$ cat src/rtl/instr_fetch.sv
// Instruction fetch front end: a PC register drives the instruction memory and
// feeds a 2-entry {pc, instr} queue toward decode.
module instr_fetch #(
  parameter logic [31:0] RESET_PC = 32'h0000_0000,
  parameter logic [31:0] NOP_WORD = 32'h0000_0013
) (
  input  logic        clk,
  input  logic        rst_n,
  output logic [31:0] imem_addr,
  input  logic [31:0] imem_data,
  input  logic        redirect_valid,
  input  logic [31:0] redirect_pc,
  input  logic        halt,
  output logic        id_valid,
  input  logic        id_ready,
  output logic [31:0] id_pc,
  output logic [31:0] id_instr,
  output logic        misaligned
);

  localparam int DATA_W = 32;

  typedef enum logic [1:0] {
    ST_BOOT   = 2'd0,
    ST_RUN    = 2'd1,
    ST_HALTED = 2'd2
  } state_t;

  function automatic logic [DATA_W-1:0] f_align(input logic [DATA_W-1:0] addr);
    return {addr[DATA_W-1:2], 2'b00};
  endfunction

  // Natural 32-bit overflow gives the required wrap from FFFF_FFFC to 0.
  function automatic logic [DATA_W-1:0] f_next_pc(input logic [DATA_W-1:0] pc);
    return pc + 32'd4;
  endfunction

  state_t            r_state;
  state_t            w_state_nxt;
  logic              w_fetch_en;
  logic              w_redir_en;

  logic [DATA_W-1:0] r_pc;
  logic [1:0]        r_count;
  logic              r_head;
  logic              r_misaligned;
  logic [DATA_W-1:0] r_q_pc    [2];
  logic [DATA_W-1:0] r_q_instr [2];

  logic              w_pop;
  logic              w_push;
  logic              w_wr_ptr;

  always_ff @(posedge clk) begin
    if (!rst_n) begin
      r_state <= ST_BOOT;
    end else begin
      r_state <= w_state_nxt;
    end
  end

  // BOOT never fetches or redirects: memory output is not trusted yet.
  always_comb begin
    w_state_nxt = r_state;
    w_fetch_en  = 1'b0;
    w_redir_en  = 1'b0;
    case (r_state)
      ST_BOOT: begin
        w_state_nxt = ST_RUN;
      end
      ST_RUN: begin
        w_fetch_en = !halt;
        w_redir_en = redirect_valid;
        if (halt) begin
          w_state_nxt = ST_HALTED;
        end
      end
      ST_HALTED: begin
        w_redir_en = redirect_valid;
        if (!halt) begin
          w_state_nxt = ST_RUN;
        end
      end
      default: begin
        w_state_nxt = ST_BOOT;
      end
    endcase
  end

  assign id_valid = (r_count != 2'd0);
  assign w_pop    = id_valid && id_ready;
  assign w_push   = w_fetch_en && !redirect_valid &&
                    ((r_count != 2'd2) || w_pop);
  // Tail slot is head + count (mod 2); with count 2 and a pop it reuses the head slot.
  assign w_wr_ptr = r_head ^ r_count[0];

  always_ff @(posedge clk) begin
    if (!rst_n) begin
      r_pc         <= f_align(RESET_PC);
      r_count      <= 2'd0;
      r_head       <= 1'b0;
      r_misaligned <= 1'b0;
    end else if (w_redir_en) begin
      r_pc    <= f_align(redirect_pc);
      r_count <= 2'd0;
      if (redirect_pc[1:0] != 2'b00) begin
        r_misaligned <= 1'b1;
      end
    end else begin
      if (w_push) begin
        r_pc <= f_next_pc(r_pc);
      end
      if (w_pop) begin
        r_head <= ~r_head;
      end
      case ({w_push, w_pop})
        2'b10:   r_count <= r_count + 2'd1;
        2'b01:   r_count <= r_count - 2'd1;
        default: r_count <= r_count;
      endcase
    end
  end

  always_ff @(posedge clk) begin
    if (w_push && !w_redir_en) begin
      r_q_pc[w_wr_ptr]    <= r_pc;
      r_q_instr[w_wr_ptr] <= imem_data;
    end
  end

  assign imem_addr  = r_pc;
  assign misaligned = r_misaligned;
  assign id_pc      = id_valid ? r_q_pc[r_head]    : 32'h0000_0000;
  assign id_instr   = id_valid ? r_q_instr[r_head] : NOP_WORD;

endmodule

$ cat config.mk
export PLATFORM = sky130hd
export DESIGN_NAME = instr_fetch
export DESIGN_NICKNAME = d
export VERILOG_FILES = /design/src/rtl/instr_fetch.sv
export SDC_FILE = /design/constraint.sdc
export NUM_CORES = 1
export LEC_CHECK = 0
export CAP_MARGIN = 20
export CELL_PAD_IN_SITES_DETAIL_PLACEMENT = 1
export CELL_PAD_IN_SITES_GLOBAL_PLACEMENT = 1
export CORE_MARGIN = 5
export CORE_UTILIZATION = 36
export CTS_BUF_LIST = sky130_fd_sc_hd__clkbuf_16
export CTS_CLUSTER_SIZE = 25
export DETAILED_ROUTE_END_ITERATION = 10
export GPL_ROUTABILITY_DRIVEN = 1
export PLACE_DENSITY_LB_ADDON = 0.05
export SYNTH_ARGS = -nofsm -noshare
export SYNTH_HDL_FRONTEND = slang
export SYNTH_SLANG_ARGS = --single-unit
$ cat constraint.sdc
create_clock -name clk -period 5.6 [get_ports clk]
set_clock_uncertainty 0.05 [all_clocks]
set_input_delay 1.4 -clock clk [delete_from_list [all_inputs] [get_ports clk]]
set_output_delay 1.4 -clock clk [all_outputs]
set_load 0.01 [all_outputs]
==> reports/qor.csv, run 1 <==
stage,metric,value,unit
final_layout,"commonest non-fill, non-tap cells in the layout","162 x clkdlybuf4s50_1, 124 x edfxtp_1, 80 x nor2_1, 66 x mux2i_1, 36 x dfxtp_1",
clock_network,root buf cell,clkbuf_16,
power_and_ir_drop,Logic pwr share,0.205,
placement,post-place setup slack,1250,ps
final_layout,area grow syn2layout,35.5,%
min_path,hold path start,misaligned,
timing,Tcrit/Tclk final,0.736,
timing,final setup violation count,0,
final_layout,share of cells above drive strength 1,0.0712,
clock_network,clk slew on worst S/H paths,70,ps
clock_network,Post-CTS Hold Fix Bufs,0,
clock_network,CTS tree,yes,
logic_synthesis,Yosys top cell by area,edfxtp_1,
global_routing,largest net degree at the start of global routing,63,
power_and_ir_drop,Pwr Density,372,mW/mm²
setup_path,CP arrival,2670,ps
placement,detailed placer's ending HPWL,13200,µm
logic_synthesis,Seq cells post-synth,161,
logic_synthesis,Post-synth EDFFs,124,
die,I/O pins,167,
min_path,min-delay worst type,register to register,
final_layout,fin nets,778,
global_routing,Total GRT Usage,0.178,
route,Detailed Routing Iterations Pass 1,4,
route,met3 wire len,885,µm
die,DIE AREA,0.0220,mm²
final_layout,Fill cells,1942,
power_and_ir_drop,Pleak,3.01,nW
global_routing,vias in the first global route,5243,
logic_synthesis,Avg Inst Size Synth,12.6,µm²
route,Routed met1 length,8770,µm
setup_path,Critical Path Start Type,register,
logic_synthesis,count of cell types in the netlist,52,
power_and_ir_drop,Peak VDD IR,0.231,mV
die,Die X-Extent,148,µm
timing,FMAX,243,MHz
logic_synthesis,ys flop type,edfxtp_1,
status,status,finished clean,
placement,placed inst area,0.00874,mm²
die,initial core utilization,0.368,
power_and_ir_drop,Clock Power Share,0.344,
setup_path,worst r2r src,r_state[1],
clock_network,Clock Path Buffers,2,
route,antenna-violating nets left,0,
global_routing,antenna violations before repair,0,
route,DRC,0,
clock_network,depth of the CTS H-tree,4,
power_and_ir_drop,Power Internal,2.47,mW
run,# Max-Cap Violations,0,
min_path,Hold Path Sink,misaligned,
route,total vias in the final route,4974,
logic_synthesis,Synth top area share,0.539,
route,WL/cell,20.6,µm
setup_path,worst-path fanout max,34,
clock_network,cts bufs inserted,17,
timing,slew margin rel.,0.365,
route,DR vias/cell,5.24,
clock_network,Resize count post-CTS,0,
final_layout,design area,0.00935,mm²
timing,sum of negative setup slack,0,ps
final_layout,ant diodes,0,
final_layout,sequential cell area,0.00447,mm²
clock_network,Post-CTS Setup Repair Bufs,0,
setup_path,crit path kind,register to primary output,
final_layout,"most common cell after layout, fill and taps aside",clkdlybuf4s50_1,
setup_path,R2R setup slack,2580,ps
setup_path,worst path cell trace,"nor2_4, buf_4, nor2_1, clkdlybuf4s50_1",
setup_path,WP data required,4150,ps
logic_synthesis,Ys Warns,0,
setup_path,R2R Path End,r_q_pc[0][7],
logic_synthesis,fraction of registers with async set/reset,0,
placement,port bufs,162,
route,uppermost routed layer,met4,
logic_synthesis,Mapped Cells,547,
power_and_ir_drop,Net Sw Power,1.01,mW
timing,setup ws final,1480,ps
timing,RSZ-0062 raised after global routing,no,
setup_path,"CP delay by family, top",buffers and inverters,
power_and_ir_drop,Switching Fraction,0.290,
final_layout,fin util,0.498,
min_path,WHS Path Cells,2,
timing,Tightest Pin Transition,953,ps
route,met2 routed WL,9660,µm
die,Placeable Area,0.0188,mm²
setup_path,Critical path buffers and inverters,2,
timing,max-slew violations,0,
clock_network,CTS sink cnt,161,
timing,"Hold Vio Cnt, Final",0,
die,Row Count,50,
power_and_ir_drop,total power,3.48,mW
global_routing,grt total ovfl,0,
route,initial DRC count,254,
global_routing,first-pass GRT wire length,30000,µm
placement,RD Place Congestion,0.795,
setup_path,highest-delay cell along the critical path,nor2_4,
setup_path,crit end category,primary output,
logic_synthesis,"Seq/Total Area, Yosys",0.647,
logic_synthesis,largest cells by area after synthesis,"edfxtp_1 54%, dfxtp_1 11%, mux2i_1 9.6%",
route,final wirelength,19500,µm
logic_synthesis,mapped cell area,0.00690,mm²
setup_path,worst r2r path cells,6,
final_layout,area of the multi-input gates,0.00227,mm²
setup_path,Worst path max stage delay,680,ps
die,Die H,148,µm
clock_network,Worst-Skew Late Latency,430,ps
power_and_ir_drop,sequential group share of total power,0.452,
timing,Final Critical Period,4120,ps
per-stage QoR:
stage                     hold WS [ps]  std cells
after floorplan                    420        550
after global placement             384        918
after detailed placement           418        918
after CTS                          430        950
after global routing               453        950
final                              425        950
power groups by stage:
stage	registers, mW	clock network (mW)	logic (mW)
3_5_place_dp	1.60	0	0.720
6_report	1.57	1.20	0.713
5_1_grt	1.59	1.28	0.778
2_1_floorplan	1.56	0	0.373
4_1_cts	1.57	1.23	0.726
3_3_place_gp	1.59	0	0.700
area by class of cell:
class	instances	area share
Sequential cell	161	0.478
Multi-Input combinational cell	346	0.243
Timing Repair Buffer	167	0.179
Clock buffer	17	0.0455
Tap cell	234	0.0313
Clock inverter	15	0.0194
Inverter	10	0.00401
worst max-delay path by stage:
stage,slack (ps),startpoint,end,cells after the start
6_report,1480,r_count[0],id_pc[7],4
5_1_grt,1280,r_count[0],id_pc[13],4
4_1_cts,1370,r_count[0],id_pc[18],4
3_5_place_dp,1250,halt,r_q_instr[0][16],5
3_3_place_gp,1390,halt,r_q_instr[0][28],5
2_1_floorplan,290,id_ready,r_q_instr[0][0],5
registers in the layout, summed over array words and instances (netlist names), named ones only:
name,cells
r_head,1
misaligned,1
r_count,2
imem_addr,30
r_state,2
r_q_pc,60
r_q_instr,64
metal layers:
layer,vias up,GRT usage
met5,-,0
met4,0,0.0527
met3,18,0.0372
met2,134,0.302
met1,2476,0.230
li1,2346,-
tightest hold or removal path, cell delays in order, from the launching register on:
cell and delay [ps]:
dfxtp_1 320, inv_1 60, a21oi_1 50
synth_stat cells (3+ instances only):
| master | count |
|---|---|
| and3_1 | 10 |
| and4_1 | 4 |
| nand4_1 | 13 |
| nand3_1 | 17 |
| a22oi_1 | 6 |
| a21oi_1 | 15 |
| buf_4 | 6 |
| buf_1 | 6 |
| o31a_1 | 3 |
| nand2_1 | 31 |
| buf_2 | 4 |
| xor2_1 | 6 |
| o22ai_1 | 4 |
| dfxtp_1 | 37 |
| nor3_1 | 6 |
| a31oi_1 | 5 |
| ha_1 | 6 |
| clkbuf_1 | 16 |
| nor2b_1 | 3 |
| edfxtp_1 | 124 |
| o21ai_0 | 19 |
| mux2i_1 | 66 |
| xnor2_1 | 3 |
| o211ai_1 | 7 |
| inv_1 | 9 |
| nor2_1 | 82 |
| a221oi_1 | 3 |
| o21a_1 | 4 |
cell families after synthesis:
kind of cell	after synthesis	synth area share
AO/OA/AOI/OAI	78	0.0741
adder cells (fa/ha/maj)	6	0.0109
flip-flops	161	0.647
XOR/XNOR	9	0.0114
AND/OR/NAND/NOR	181	0.129
buffers and inverters	43	0.0285
multiplexers	68	0.0990
other	1	0.000543
Power figures use the tool's default switching activity.
==> run 2: changes to the inputs <==
--- a/config.mk
+++ b/config.mk
@@ -9,7 +9,7 @@
 export CELL_PAD_IN_SITES_DETAIL_PLACEMENT = 1
 export CELL_PAD_IN_SITES_GLOBAL_PLACEMENT = 1
 export CORE_MARGIN = 5
-export CORE_UTILIZATION = 36
+export CORE_UTILIZATION = 39
 export CTS_BUF_LIST = sky130_fd_sc_hd__clkbuf_16
 export CTS_CLUSTER_SIZE = 25
 export DETAILED_ROUTE_END_ITERATION = 10
==> constraint.sdc (replaced) <==
create_clock -name clk -period 3.96 [get_ports clk]
set_clock_uncertainty 0.05 [all_clocks]
set_input_delay 0.99 -clock clk [delete_from_list [all_inputs] [get_ports clk]]
set_output_delay 0.99 -clock clk [all_outputs]
set_load 0.01 [all_outputs]
==> run 2 against run 1 <==
  * Sequential share of layout area fell by 0.20 points
  * Sequential cell count is the same
  * Die area fell by 7.2%
  * Design area up 0.41%
  * Power rose by 41%
  * Register-to-register slack lost 1100 ps
  * Critical path type unchanged
  * Largest power group unchanged
  * Highest routed layer unchanged
==> reports/qor.csv, run 2 (synthesis gave the netlist of run 1 again) <==
stage,metric,value,unit,change
timing,FMAX,291,MHz,
run,# Max-Cap Violations,0,,unchanged
setup_path,worst-path fanout max,33,,-2.9%
clock_network,depth of the CTS H-tree,4,,unchanged
timing,max-slew violations,0,,unchanged
final_layout,"non-filler cells, final",946,,-0.42%
global_routing,vias in the first global route,5406,,+3.1%
timing,sum of negative setup slack,0,ps,unchanged
die,Row Count,48,,-4.0%
clock_network,Post-CTS Hold Fix Bufs,0,,unchanged
power_and_ir_drop,Pleak,3.04,nW,+0.76%
clock_network,Resize count post-CTS,0,,unchanged
route,WL/cell,19.9,µm,-3.2%
timing,"Hold Vio Cnt, Final",0,,unchanged
status,status,finished clean,,
final_layout,area grow syn2layout,36.0,%,
route,DR vias/cell,5.23,,-0.18%
die,DIE AREA,0.0205,mm²,-7.2%
placement,RD Place Congestion,0.762,,-4.2%
route,total vias in the final route,4944,,-0.60%
route,antenna-violating nets left,0,,unchanged
final_layout,ant diodes,0,,unchanged
power_and_ir_drop,Peak VDD IR,0.231,mV,+0.17%
clock_network,root buf cell,clkbuf_16,,
route,DRC,0,,unchanged
die,Die X-Extent,143,µm,-3.7%
global_routing,largest net degree at the start of global routing,63,,unchanged
setup_path,WP data required,2920,ps,-1230 ps
global_routing,Total GRT Usage,0.189,,+0.0107
placement,port bufs,162,,unchanged
clock_network,clk slew on worst S/H paths,60,ps,about the same
final_layout,share of cells above drive strength 1,0.0777,,+0.00644
final_layout,max reg flops,64,,unchanged
setup_path,highest-delay cell along the critical path,dfxtp_4,,
final_layout,"most common cell after layout, fill and taps aside",clkdlybuf4s50_1,,
timing,Tcrit/Tclk final,0.869,,
clock_network,Post-CTS Setup Repair Bufs,0,,unchanged
setup_path,worst r2r path cells,6,,unchanged
die,I/O pins,167,,unchanged
setup_path,crit path kind,register to primary output,,
setup_path,R2R setup slack,1440,ps,-1140 ps
setup_path,crit end category,primary output,,
setup_path,Worst path max stage delay,760,ps,+80 ps
route,Detailed Routing Iterations Pass 1,4,,unchanged
timing,RSZ-0062 raised after global routing,no,,
setup_path,Critical Path End,id_instr[14],,
global_routing,first-pass GRT wire length,29600,µm,-1.3%
timing,Tightest Pin Transition,791,ps,-162 ps
route,final wirelength,18800,µm,-3.6%
final_layout,fin nets,783,,+0.64%
clock_network,CTS sink cnt,161,,unchanged
timing,final setup violation count,0,,unchanged
clock_network,CTS tree,yes,,
setup_path,Critical Path Start Type,register,,
global_routing,antenna violations before repair,0,,unchanged
clock_network,cts bufs inserted,17,,unchanged
setup_path,CP arrival,2400,ps,-270 ps
placement,Placed Instances,914,,-0.44%
timing,slew margin rel.,0.473,,+0.108
setup_path,R2R Path End,r_q_pc[0][5],,
min_path,min-delay worst type,register to register,,
clock_network,Clock Path Buffers,2,,unchanged
global_routing,grt total ovfl,0,,unchanged
timing,Final Critical Period,3440,ps,
final_layout,most flop-heavy register,r_q_instr,,
route,initial DRC count,241,,-5.1%
setup_path,worst path cell trace,"buf_4, mux2i_1, nor2_1, clkdlybuf4s50_1",,
clock_network,Worst-Skew Late Latency,420,ps,about the same
die,Placeable Area,0.0174,mm²,-7.5%
placement,detailed placer's ending HPWL,13100,µm,-1.1%
power_and_ir_drop,Pwr Density,522,mW/mm²,+40%
final_layout,"commonest non-fill, non-tap cells in the layout","162 x clkdlybuf4s50_1, 124 x edfxtp_1, 80 x nor2_1, 66 x mux2i_1, 36 x dfxtp_1",,
die,Die H,143,µm,-3.7%
setup_path,worst r2r src,r_state[1],,
die,initial core utilization,0.398,,+0.0299
## run 2: cell types whose count changed in the layout (fill, tap and decap cells not counted)
cell | previous run | this run
and3_2 | 0 | 1
clkinvlp_4 | 1 | 3
clkinv_4 | 3 | 4
buf_4 | 4 | 8
clkinv_2 | 2 | 1
buf_12 | 1 | 2
and3_4 | 1 | 0
inv_6 | 5 | 2
inv_8 | 0 | 1
## run 2: worst min path at each step
stage / start / cells past startpoint / endpoint / slack, ps
2_1_floorplan: misaligned / 2 / misaligned / 420
3_3_place_gp: misaligned / 2 / misaligned / 380
3_5_place_dp: misaligned / 2 / misaligned / 430
4_1_cts: misaligned / 2 / misaligned / 440
5_1_grt: misaligned / 2 / misaligned / 450
6_report: misaligned / 2 / misaligned / 420
## run 2: metrics by stage
stage / utilization / hold slack [ps] / setup slack [ps] / instance area, µm² / power [mW]
finish: 0.541 / 423 / 518 / 9390 / 4.90
global route: 0.541 / 454 / 379 / 9390 / 5.14
CTS: 0.541 / 443 / 468 / 9390 / 4.97
detailed placement: 0.506 / 427 / 523 / 8780 / 3.27
global placement: 0.506 / 384 / 639 / 8780 / 3.23
floorplan: - / 420 / 94.6 / 6920 / 2.73
## run 2: power by group
part,leakage [nW],switching [mW],internal [mW]
registers,1.44,0.199,2.02
clock network,0.293,0.681,0.999
logic,1.31,0.525,0.481
total,3.04,1.41,3.50
## run 2: cell type report
| cell class | instances | area [µm²] |
|---|---|---|
| Sequential cell | 161 | 4470 |
| Tap cell | 225 | 282 |
| Clock buffer | 17 | 425 |
| Clock inverter | 15 | 185 |
| Multi-Input combinational cell | 346 | 2270 |
| Fill cell | 1754 | 7970 |
| Timing Repair Buffer | 172 | 1720 |
| Inverter | 10 | 37.5 |
## run 2: worst max-delay path, delay by kind of cell (launching register included)
kind	cells	cell delay (ps)
and+or+nand+nor	1	60
muxes	1	220
buffers and inverters	2	890
DFF	1	760
## run 2: per-layer routing
layer  track usage  vias to the layer above  part of all wire
met3        0.0429                       16             0.046
met4        0.0565                        0             0.013
met5             0                        -                 0
met1         0.240                     2453              0.44
met2         0.322                      124              0.50
li1              -                     2351                 -
==> run 3: changes to the inputs <==
--- a/config.mk
+++ b/config.mk
@@ -9,10 +9,11 @@
 export CELL_PAD_IN_SITES_DETAIL_PLACEMENT = 1
 export CELL_PAD_IN_SITES_GLOBAL_PLACEMENT = 1
 export CORE_MARGIN = 5
-export CORE_UTILIZATION = 39
+export CORE_UTILIZATION = 50
 export CTS_BUF_LIST = sky130_fd_sc_hd__clkbuf_16
 export CTS_CLUSTER_SIZE = 25
 export DETAILED_ROUTE_END_ITERATION = 10
+export DONT_BUFFER_PORTS = 1
 export GPL_ROUTABILITY_DRIVEN = 1
 export PLACE_DENSITY_LB_ADDON = 0.05
 export SYNTH_ARGS = -nofsm -noshare
==> run 3 against run 2 <==
  * Cell count decreased by 22%
  * Sequential share of layout area is 11 points higher
  * Sequential power grew 2%
  * Largest power group unchanged
  * Power fell by 8.7%
  * Wire length decreased by 14%
  * First-iteration DRC count increased by 13%
  * Non-clock buffer count down 166
  * Die area is 21% lower
  * Clock power decreased by 7%
  * Combinational power is 35% lower
  * Design area is 19% lower
  * Largest cell class unchanged
==> reports/qor.csv, run 3 (synthesis gave the netlist of run 1 again) <==
stage,metric,value,unit,change
final_layout,max reg flops,64,,unchanged
global_routing,grt total ovfl,0,,unchanged
route,initial DRC count,273,,+13%
final_layout,area of the multi-input gates,0.00227,mm²,unchanged
clock_network,root buf cell,clkbuf_16,,
timing,slew margin rel.,0.412,,-0.0612
final_layout,sequential cell area,0.00447,mm²,unchanged
setup_path,R2R setup slack,1480,ps,+40 ps
final_layout,"most common cell after layout, fill and taps aside",edfxtp_1,,
die,Placeable Area,0.0137,mm²,-21%
power_and_ir_drop,Logic pwr share,0.146,,-0.059
final_layout,area grow syn2layout,10.8,%,
die,initial core utilization,0.503,,+0.105
power_and_ir_drop,total power,4.48,mW,-8.7%
setup_path,crit path kind,register to primary output,,
die,Die X-Extent,127,µm,-11%
timing,RSZ-0062 raised after global routing,no,,
setup_path,Critical Path Start Type,register,,
die,Die H,127,µm,-11%
power_and_ir_drop,Pleak,2.44,nW,-20%
setup_path,Worst path max stage delay,670,ps,-90 ps
final_layout,"non-filler cells, final",735,,-22%
power_and_ir_drop,Pwr Density,585,mW/mm²,+12%
timing,final setup violation count,0,,unchanged
placement,port bufs,0,,-100%
setup_path,worst path cell trace,"buf_12, mux2i_1, nor2_1",,
route,WL/cell,22.1,µm,+11%
power_and_ir_drop,Net Sw Power,1.25,mW,-11%
global_routing,largest net degree at the start of global routing,63,,unchanged
min_path,WHS Path Cells,2,,unchanged
placement,Placed Instances,703,,-23%
setup_path,R2R Path End,imem_addr[6],,
final_layout,ant diodes,0,,unchanged
timing,Tightest Pin Transition,882,ps,+91.7 ps
power_and_ir_drop,Power Internal,3.22,mW,-7.9%
clock_network,Post-CTS Setup Repair Bufs,0,,unchanged
final_layout,fin nets,617,,-21%
run,# Max-Cap Violations,0,,unchanged
route,DRC,0,,unchanged
placement,RD Place Congestion,0.792,,+3.9%
die,Row Count,43,,-10%
setup_path,worst-path fanout max,34,,+3.0%
timing,Final Critical Period,2920,ps,-526 ps
power_and_ir_drop,Peak VDD IR,0.323,mV,+40%
route,total vias in the final route,4293,,-13%
timing,FMAX,343,MHz,+18%
global_routing,first-pass GRT wire length,24900,µm,-16%
setup_path,CP arrival,1880,ps,-520 ps
clock_network,Post-CTS Hold Fix Bufs,0,,unchanged
clock_network,depth of the CTS H-tree,4,,unchanged
setup_path,worst r2r path cells,7,,+1
route,Detailed Routing Iterations Pass 1,4,,unchanged
min_path,Hold Path Sink,misaligned,,
global_routing,Total GRT Usage,0.201,,+0.0120
die,DIE AREA,0.0163,mm²,-21%
setup_path,WP data required,2920,ps,about the same
clock_network,Worst-Skew Late Latency,410,ps,about the same
setup_path,worst r2r src,r_state[0],,
final_layout,share of cells above drive strength 1,0.0793,,+0.00161
die,I/O pins,167,,unchanged
timing,Tcrit/Tclk final,0.736,,-0.133
setup_path,highest-delay cell along the critical path,dfxtp_4,,
clock_network,Resize count post-CTS,0,,unchanged
global_routing,antenna violations before repair,0,,unchanged
route,antenna-violating nets left,0,,unchanged
status,status,finished clean,,
clock_network,cts bufs inserted,17,,unchanged
setup_path,crit end category,primary output,,
route,final wirelength,16300,µm,-14%
global_routing,vias in the first global route,4448,,-18%
timing,max-slew violations,0,,unchanged
final_layout,"commonest non-fill, non-tap cells in the layout","124 x edfxtp_1, 80 x nor2_1, 66 x mux2i_1, 36 x dfxtp_1, 31 x nand2_1",,
route,DR vias/cell,5.84,,+12%
final_layout,most flop-heavy register,r_q_instr,,
clock_network,CTS sink cnt,161,,unchanged
power_and_ir_drop,Switching Fraction,0.280,,-0.00679
timing,sum of negative setup slack,0,ps,unchanged
min_path,hold path start,misaligned,,
final_layout,Fill cells,1400,,-20%
clock_network,Clock Path Buffers,2,,unchanged
power_and_ir_drop,Clock Power Share,0.348,,+0.005
clock_network,clk slew on worst S/H paths,60,ps,about the same
timing,"Hold Vio Cnt, Final",0,,unchanged
min_path,min-delay worst type,register to register,,
power_and_ir_drop,sequential group share of total power,0.506,,+0.054
clock_network,CTS tree,yes,,
placement,detailed placer's ending HPWL,11300,µm,-14%
[run 3: cell type report]
cell class | count | area share
inverter | 10 | 0.00491
clock inverter | 15 | 0.0185
multi-input combinational | 346 | 0.297
timing repair buffer | 6 | 0.0108
sequential | 161 | 0.584
tap | 180 | 0.0294
clock buffer | 17 | 0.0556
[run 3: per-stage QoR]
| step | utilization | cell area [µm²] | setup slack [ps] | hold slack [ps] |
|---|---|---|---|---|
| CTS | 0.558 | 7650 | 993 | 455 |
| global placement | 0.516 | 7080 | 1220 | 437 |
| detailed placement | 0.516 | 7080 | 1210 | 445 |
| floorplan | - | 6920 | 94.6 | 420 |
| global route | 0.558 | 7650 | 921 | 489 |
| finish | 0.558 | 7650 | 1040 | 449 |
[run 3: metal layers]
metal  vias to the layer above  global-route usage  share of wire
li1                       2015                   -              -
met1                      2124               0.239           0.40
met2                       140               0.334           0.50
met3                        14              0.0819          0.095
met4                         0              0.0618          0.011
met5                         -                   0              0
[run 3: critical path, delay by kind of cell (launching register included)]
family | cells | cell delay, ps
AND/OR/NAND/NOR | 1 | 120
flip-flops | 1 | 670
buffers and inverters | 1 | 320
multiplexers | 1 | 320
[run 3: how the worst max path moves through the flow]
stage          startpoint               end  slack (ps)  depth (start not counted)
2_1_floorplan    id_ready   r_q_instr[0][0]          90                          5
3_3_place_gp         halt  r_q_instr[1][31]        1220                          3
3_5_place_dp         halt  r_q_instr[1][26]        1210                          3
4_1_cts          register         id_pc[12]         990                          3
5_1_grt          register         id_pc[12]         920                          3
6_report         register         id_pc[12]        1040                          3
[run 3: power groups by stage]
| stage | Sequential, mW | Clock [mW] | Combinational [mW] |
|---|---|---|---|
| 2_1_floorplan | 2.21 | 0 | 0.528 |
| 6_report | 2.26 | 1.56 | 0.654 |
| 5_1_grt | 2.29 | 1.68 | 0.730 |
| 4_1_cts | 2.27 | 1.59 | 0.664 |
| 3_3_place_gp | 2.29 | 0 | 0.633 |
| 3_5_place_dp | 2.30 | 0 | 0.658 |
